[src/rtl/router_rx_depacketizer.sv]
// Aurora RX depacketizer: parses a header beat, writes payload beats into BRAM
// starting at the destination address, and reports completion or frame errors.
module router_rx_depacketizer #(
  parameter int DATA_W = 256,
  parameter int ADDR_W = 10,
  parameter int LEN_W  = 12
) (
  input  logic              user_clk,
  input  logic              rst_n,
  input  logic              channel_up,
  input  logic [DATA_W-1:0] rx_tdata,
  input  logic              rx_tvalid,
  input  logic              rx_tlast,
  output logic              bram_we,
  output logic [ADDR_W-1:0] bram_addr,
  output logic [DATA_W-1:0] bram_wdata,
  output logic              recv_done,
  output logic [9:0]        recv_src_addr,
  output logic [9:0]        recv_dst_addr,
  output logic [LEN_W-1:0]  recv_len,
  output logic              frame_err
);

  typedef enum logic [1:0] {
    IDLE,
    PAYLOAD,
    DROP
  } state_t;

  state_t state, state_nxt;

  logic [LEN_W-1:0]  cnt, cnt_nxt;
  logic [LEN_W-1:0]  len_q, len_nxt;
  logic [9:0]        dst_q, dst_nxt;
  logic [9:0]        src_q, src_nxt;

  logic              we_nxt;
  logic              done_nxt;
  logic              err_nxt;
  logic              recv_upd;
  logic [9:0]        rdst_nxt;
  logic [9:0]        rsrc_nxt;
  logic [LEN_W-1:0]  rlen_nxt;

  logic [9:0]        hdr_dst;
  logic [9:0]        hdr_src;
  logic [LEN_W-1:0]  hdr_len;
  logic              beat;
  logic              final_beat;
  logic [ADDR_W-1:0] wr_addr;

  assign hdr_dst    = rx_tdata[9:0];
  assign hdr_src    = rx_tdata[19:10];
  assign hdr_len    = rx_tdata[20 +: LEN_W];
  assign beat       = rx_tvalid & channel_up;
  assign final_beat = (cnt == len_q - LEN_W'(1));
  // Truncating both operands to ADDR_W gives the silent modulo wrap.
  assign wr_addr    = ADDR_W'(dst_q) + ADDR_W'(cnt);

  always_ff @(posedge user_clk or negedge rst_n) begin
    if (!rst_n) state <= IDLE;
    else        state <= state_nxt;
  end

  always_comb begin
    state_nxt = state;
    cnt_nxt   = cnt;
    len_nxt   = len_q;
    dst_nxt   = dst_q;
    src_nxt   = src_q;
    we_nxt    = 1'b0;
    done_nxt  = 1'b0;
    err_nxt   = 1'b0;
    recv_upd  = 1'b0;
    rdst_nxt  = dst_q;
    rsrc_nxt  = src_q;
    rlen_nxt  = len_q;

    unique case (state)
      IDLE: begin
        if (beat) begin
          if (hdr_len != '0 && !rx_tlast) begin
            dst_nxt   = hdr_dst;
            src_nxt   = hdr_src;
            len_nxt   = hdr_len;
            cnt_nxt   = '0;
            state_nxt = PAYLOAD;
          end else if (hdr_len == '0 && rx_tlast) begin
            done_nxt = 1'b1;
            recv_upd = 1'b1;
            rdst_nxt = hdr_dst;
            rsrc_nxt = hdr_src;
            rlen_nxt = hdr_len;
          end else begin
            err_nxt = 1'b1;
            if (!rx_tlast) state_nxt = DROP;
          end
        end
      end

      PAYLOAD: begin
        if (!channel_up) begin
          err_nxt   = 1'b1;
          state_nxt = IDLE;
        end else if (rx_tvalid) begin
          we_nxt  = 1'b1;
          cnt_nxt = cnt + LEN_W'(1);
          if (rx_tlast) begin
            state_nxt = IDLE;
            if (final_beat) begin
              done_nxt = 1'b1;
              recv_upd = 1'b1;
            end else begin
              err_nxt = 1'b1;
            end
          end else if (final_beat) begin
            err_nxt   = 1'b1;
            state_nxt = DROP;
          end
        end
      end

      DROP: begin
        if (!channel_up) begin
          err_nxt   = 1'b1;
          state_nxt = IDLE;
        end else if (rx_tvalid && rx_tlast) begin
          state_nxt = IDLE;
        end
      end

      default: state_nxt = IDLE;
    endcase
  end

  always_ff @(posedge user_clk or negedge rst_n) begin
    if (!rst_n) begin
      cnt           <= '0;
      len_q         <= '0;
      dst_q         <= '0;
      src_q         <= '0;
      bram_we       <= 1'b0;
      bram_addr     <= '0;
      bram_wdata    <= '0;
      recv_done     <= 1'b0;
      frame_err     <= 1'b0;
      recv_src_addr <= '0;
      recv_dst_addr <= '0;
      recv_len      <= '0;
    end else begin
      cnt       <= cnt_nxt;
      len_q     <= len_nxt;
      dst_q     <= dst_nxt;
      src_q     <= src_nxt;
      bram_we   <= we_nxt;
      recv_done <= done_nxt;
      frame_err <= err_nxt;
      if (we_nxt) begin
        bram_addr  <= wr_addr;
        bram_wdata <= rx_tdata;
      end
      if (recv_upd) begin
        recv_src_addr <= rsrc_nxt;
        recv_dst_addr <= rdst_nxt;
        recv_len      <= rlen_nxt;
      end
    end
  end

endmodule

[config.mk]
export PLATFORM = sky130hd
export DESIGN_NAME = router_rx_depacketizer
export DESIGN_NICKNAME = d
export VERILOG_FILES = /design/src/rtl/router_rx_depacketizer.sv
export SDC_FILE = /design/constraint.sdc
export NUM_CORES = 1
export LEC_CHECK = 0
export CORE_AREA = 2 2 219 221
export DETAILED_ROUTE_END_ITERATION = 7
export DIE_AREA = 0 0 221 223
export PLACE_DENSITY = 0.64
export SETUP_SLACK_MARGIN = 0.3
export SLEW_MARGIN = 20
export SYNTH_ARGS = -nofsm -noshare
export SYNTH_HDL_FRONTEND = slang
export SYNTH_SLANG_ARGS = --single-unit
[constraint.sdc]
create_clock -name user_clk -period 3.7 [get_ports user_clk]
set_input_delay 0.37 -clock user_clk [delete_from_list [all_inputs] [get_ports user_clk]]
set_output_delay 0.37 -clock user_clk [all_outputs]
set_load 0.01 [all_outputs]
======== After elaboration in Yosys (flattened, before gate mapping) ========
Cells that the tools add are included.
W data, S select, Z words.
storage, ports and cells
  bits in registers ....................... 347
  bits in latches ......................... 0
  memory bits (writable) .................. 0
  ROM bits ................................ 0
  input bits .............................. 261
  word-level logic and storage cells ...... 88
  memories kept ........................... 0
operators by class
  $add $sub $neg .......................... 3
  multipliers ............................. 0
  divide/modulo/power cells ............... 0
  order comparisons ....................... 0
  equality and inequality tests ........... 12
  shift-type cells ........................ 0
  multiplexer cells ....................... 48
  bitwise operators ....................... 1
  reduce and logical (&&, ||, !) cells .... 11
operators with widths
  operator                 count
  $mux W12                 8
  $mux W10                 8
  $pmux W12 S2             1
  $mux W2                  10
  $mux W1                  18
  $add A12 B1 Y12 const B  1
  $eq A12 B12 Y1           1
  $logic_not A12 Y1        1
  $ne A3 B3 Y1 const B     4
  $reduce_bool A12 Y1      1
  $sub A12 B1 Y12 const B  1
  $add A10 B10 Y10         1
  $ne A2 B2 Y1 const B     4
  $pmux W2 S3              1
  $reduce_and A6 Y1        1
  $reduce_and A5 Y1        1
  $ne A4 B4 Y1 const B     1
  $logic_and A1 B1 Y1      3
  $pmux W1 S3              1
  $reduce_and A3 Y1        1
  $eq A2 B1 Y1 const B     1
  $eq A2 B2 Y1 const B     1
  $logic_not A2 Y1         1
  $pmux W1 S2              1
  3 further kinds          3

======== Longest topological paths before layout ========
  word-level depth ........................ 7
  gate-level depth with buffers ........... 15
  gate-level depth less buffers ........... 13

======== Worst setup path after synthesis ========
OpenSTA, ideal clock, no wires.
  path kind ............................... register -> register
  start ................................... register len_q[0]
  end ..................................... register recv_len[0]
  library setup time ...................... 0.137 ns
  data arrival time ....................... 2.805 ns
  path slack .............................. 0.758 ns
  cell stages (with the launch flop) ...... 15
  clock period less this slack ............ 2.942 ns
  cell sequence ........................... dfrtp_1 inv_1 ha_1 or4b_4 o21ai_0 nand3_1 o41ai_2 nand4_1 nor2_1 ha_1 mux2i_1 nor3_1 clkbuf_1 buf_1 a21oi_1
between the ends
  longest elaborated chain between the ends .. 7
  elaborated cells between the ends (all ways) .. 11
ends and longest elaborated chain
  what                    line  source
  from (decl)             33    logic [LEN_W-1:0] len_q, len_nxt;
  from (signal assigned)  152   len_q <= len_nxt;
  $sub A12 B1 Y12         56    assign final_beat = (cnt == len_q - LEN_W'(1));
  $eq A12 B12 Y1          56
  $mux W1                 110   if (final_beat) begin
  $mux W1                 108   if (rx_tlast) begin
  $mux W1                 105   end else if (rx_tvalid) begin
  $mux W1                 102   if (!channel_up) begin
  $pmux W1 S2             79    unique case (state)
  to (signal assigned)    165   recv_len <= rlen_nxt;
  to (decl)               20    output logic [LEN_W-1:0] recv_len,
Parallel ways exist; a longest one is shown, timed or not.
A chain may end at the register's enable or synchronous reset.

======== Worst setup path after layout ========
  start ................................... register len_q[0]
  end ..................................... register recv_len[8]
between the ends
  longest elaborated chain between the ends .. 7
ends and longest elaborated chain
  what             line
  $sub A12 B1 Y12  56
  $eq A12 B12 Y1   56
  $mux W1          110
  $mux W1          108
  $mux W1          105
  $mux W1          102
  $pmux W1 S2      79
Every way passes these cells.

==> impl_metrics.toml <==
[clock_network]
numCtsBuffers = 41
cts.sinks = 347
cts-hold-fix-buffers = 1
htreeDepth = 2
root_buffer = "clkbuf_16"
path_clk_slew_ps = 60
clock_path_buffers = 3
cts_resized = 0
clkLatencyLatePin_ps = 570
post-cts-setup-buffer-count = 0
cts_tree = "yes"

[critical_path]
critPathTopFamily = "simple AND/OR/NAND/NOR gates"
slowest_stage = "or4b_4"
cp-startpoint = "len_q[0]"
r2r-start = "len_q[0]"
reg2regPathDepth = 14
path_cells = "inv_1 -> ha_1 -> or4b_4 -> o21ai_0 -> nand3_1 -> o41ai_2 -> nand4_1 -> nor2_1 -> ha_1 -> mux2i_1 -> nor3_2 -> buf_12 -> nor2_1 -> a21oi_1"
startpoint_type = "register"
critPathBufInv = 2
crit_required_ps = 4190
worstSetupEndpoint = "recv_len[8]"
critPathMaxFanout = 65
crit-reg2reg-capture = "recv_len[8]"
crit_type = "reg -> reg"
cp.depth = 14
slowest_delay_ps = 530
critPathCaptureType = "register"
rrSetupSlack_ps = 590
worst_ep_arrival_time_ps = 3600

[sta]
finalCritPeriodShare_pct = 84.1
max_slew.worst_pin.slew_ps = 901
finalSetupViolCount = 0
post-route-min-period_ps = 3110
maxSlewViolCount = 0
max_slew_margin_pct = 39.9
fmax_ghz = 0.322
clock_skew_ps = 18.3
hold_viol = 0
setup_tns_ps = 0
rsz0062_at_grt = "no"

[yosys]
synth.most_common_cell = "nand2_1"
syn_inst = 1610
yosys.area.top_type = "dfrtp_1"
synth-seq-cells = 347
netlist_top_cells_count = "882 x nand2_1, 347 x dfrtp_1, 65 x clkbuf_1"
synth_area_per_cell_um2 = 8.90
synth_area_um2 = 14300
async_flop_share_pct = 100
yosysWarnings = 0
synth_cell_type_count = 53
synth_edf_count = 0
synth_nets = 1886
synth.yosys.seq_area_share_pct = 60.6
synthFlopType = "dfrtp_1"
synth.area.top_cells = "dfrtp_1 61%, nand2_1 23%, mux2i_1 2.5%"
yosysTopAreaCellShare_pct = 60.6

[hold_path]
min-delay-start = "rx_tdata[243]"
hold_class = "in -> reg"

[die]
initial_core_util_pct = 30.4
fp.dieW_um = 221
placementRows = 80
io_pins = 562
coreArea_um2 = 47100
die_area_um2 = 49300
die_y_um = 223

[pwr]
ir_drop_v = 0.000450
total_power_uw = 17100
power_leakage_uw = 0.0107
p_per_area_nw_per_um2 = 782

[route]
drt.antenna.violating_nets = 0
wl_um = 49200
num_vias = 12700
met2_length_um = 24600
wl_met3_um = 3800
drt_iter0_markers = 658
routed.top_layer = "met5"
drc_errors = 0
met1Wirelength_um = 19600
dr.pass1.iters = 7
routedWlPerCell_um = 17.6
viasPerCell = 4.54

[flow_run]
max-cap-violations = 0

[global_route]
grt_pass1_wl_um = 76900
antenna_found_initial = 5
grt-ovfl-total = 0
grt_max_degree = 109
grt_pass1_vias = 13200
grt_usage_pct = 19.7

[status]
status = "completed"

[placed_design]
dp_hpwl_um = 34900
portBuffers = 561
place_congestion = 0.868

[finish]
layout.nets = 2423
syn2layout_area_growth_pct = 52.8
drive_gt1_share_pct = 4.05
## worst reg2reg max path: stages (launching register included)
cell and delay (ps):
dfrtp_1 450, inv_1 100, ha_1 280, or4b_4 530, o21ai_0 170, nand3_1 110, o41ai_2 70, nand4_1 210
nor2_1 140, ha_1 150, mux2i_1 70, nor3_2 190, buf_12 290, nor2_1 120, a21oi_1 140
## worst min path at each step
stage	to	slack (ps)	cells past startpoint
floorplan	bram_addr[0]	70	0
global placement	bram_wdata[197]	430	1
detailed placement	bram_wdata[181]	430	1
CTS	bram_wdata[243]	290	3
global route	bram_wdata[243]	310	3
finish	bram_wdata[243]	330	3
## per-layer routing
layer,global-route usage (%),up-vias
li1,-,6118
met1,23.0,6075
met2,34.2,402
met3,6.28,73
met4,6.43,4
met5,0,-
## flip-flops by register name (all words and copies together) (netlist names), 2 cells and up
register       count
state              2
bram_wdata       256
bram_addr         10
recv_dst_addr     10
recv_len          12
len_q             12
dst_q             10
src_q             10
cnt               12
recv_src_addr     10
## kinds of logic after synthesis
group / after synthesis / share of synthesized area (%)
AOI/OAI and AO/OA: 96 / 4.02
and+or+nand+nor: 992 / 27.2
DFF: 347 / 60.6
buffers and inverters: 101 / 2.85
xor gates and xnor gates: 22 / 1.34
adders and majority gates: 15 / 1.36
muxes: 37 / 2.59
## cells in the final DEF (no fill, tap or decap), types with 3 or more instances in the layout
cell type / n
a21oi_1: 44
nand4_1: 3
inv_1: 16
nor3_1: 10
clkbuf_16: 41
dfrtp_1: 347
buf_12: 7
xor2_1: 11
diode_2: 4
o21ai_0: 21
nor2_1: 51
and2_1: 3
clkinv_2: 8
ha_1: 14
nor4_1: 4
clkbuf_1: 11
clkdlybuf4s50_1: 560
nand3_1: 10
nand2b_1: 3
nand3b_1: 4
and3_1: 5
a31oi_1: 3
xnor2_1: 11
o31ai_1: 4
clkbuf_8: 5
mux2i_1: 36
buf_4: 9
nand2_1: 882
o21a_1: 5
## where the power goes
group | switching [µW] | total [µW] | leakage [µW] | internal, µW
logic | 3230 | 6790 | 0.00571 | 3560
clock network | 1640 | 3870 | 0.000623 | 2220
registers | 1070 | 6460 | 0.00439 | 5390
## metrics by stage
step / area [µm²] / instances / utilization (%) / hold slack (ps) / worst slack, ps
floorplan: 14300 / 1610 / - / 74.4 / 758
global placement: 20600 / 2718 / 43.7 / 426 / 721
detailed placement: 20600 / 2718 / 43.7 / 427 / 642
CTS: 21900 / 2790 / 46.4 / 293 / 610
global route: 21900 / 2792 / 46.4 / 314 / 341
finish: 21900 / 2794 / 46.4 / 329 / 590
## area by class of cell
cell class,instances,area (µm²)
fill,4528,25300
multi-input combinational,1162,5260
timing repair buffer,578,5840
clock inverter,14,124
inverter,17,71.3
clock buffer,57,1140
sequential,347,8680
tap,615,769
antenna,4,10.0
Power figures use the tool's default switching activity.
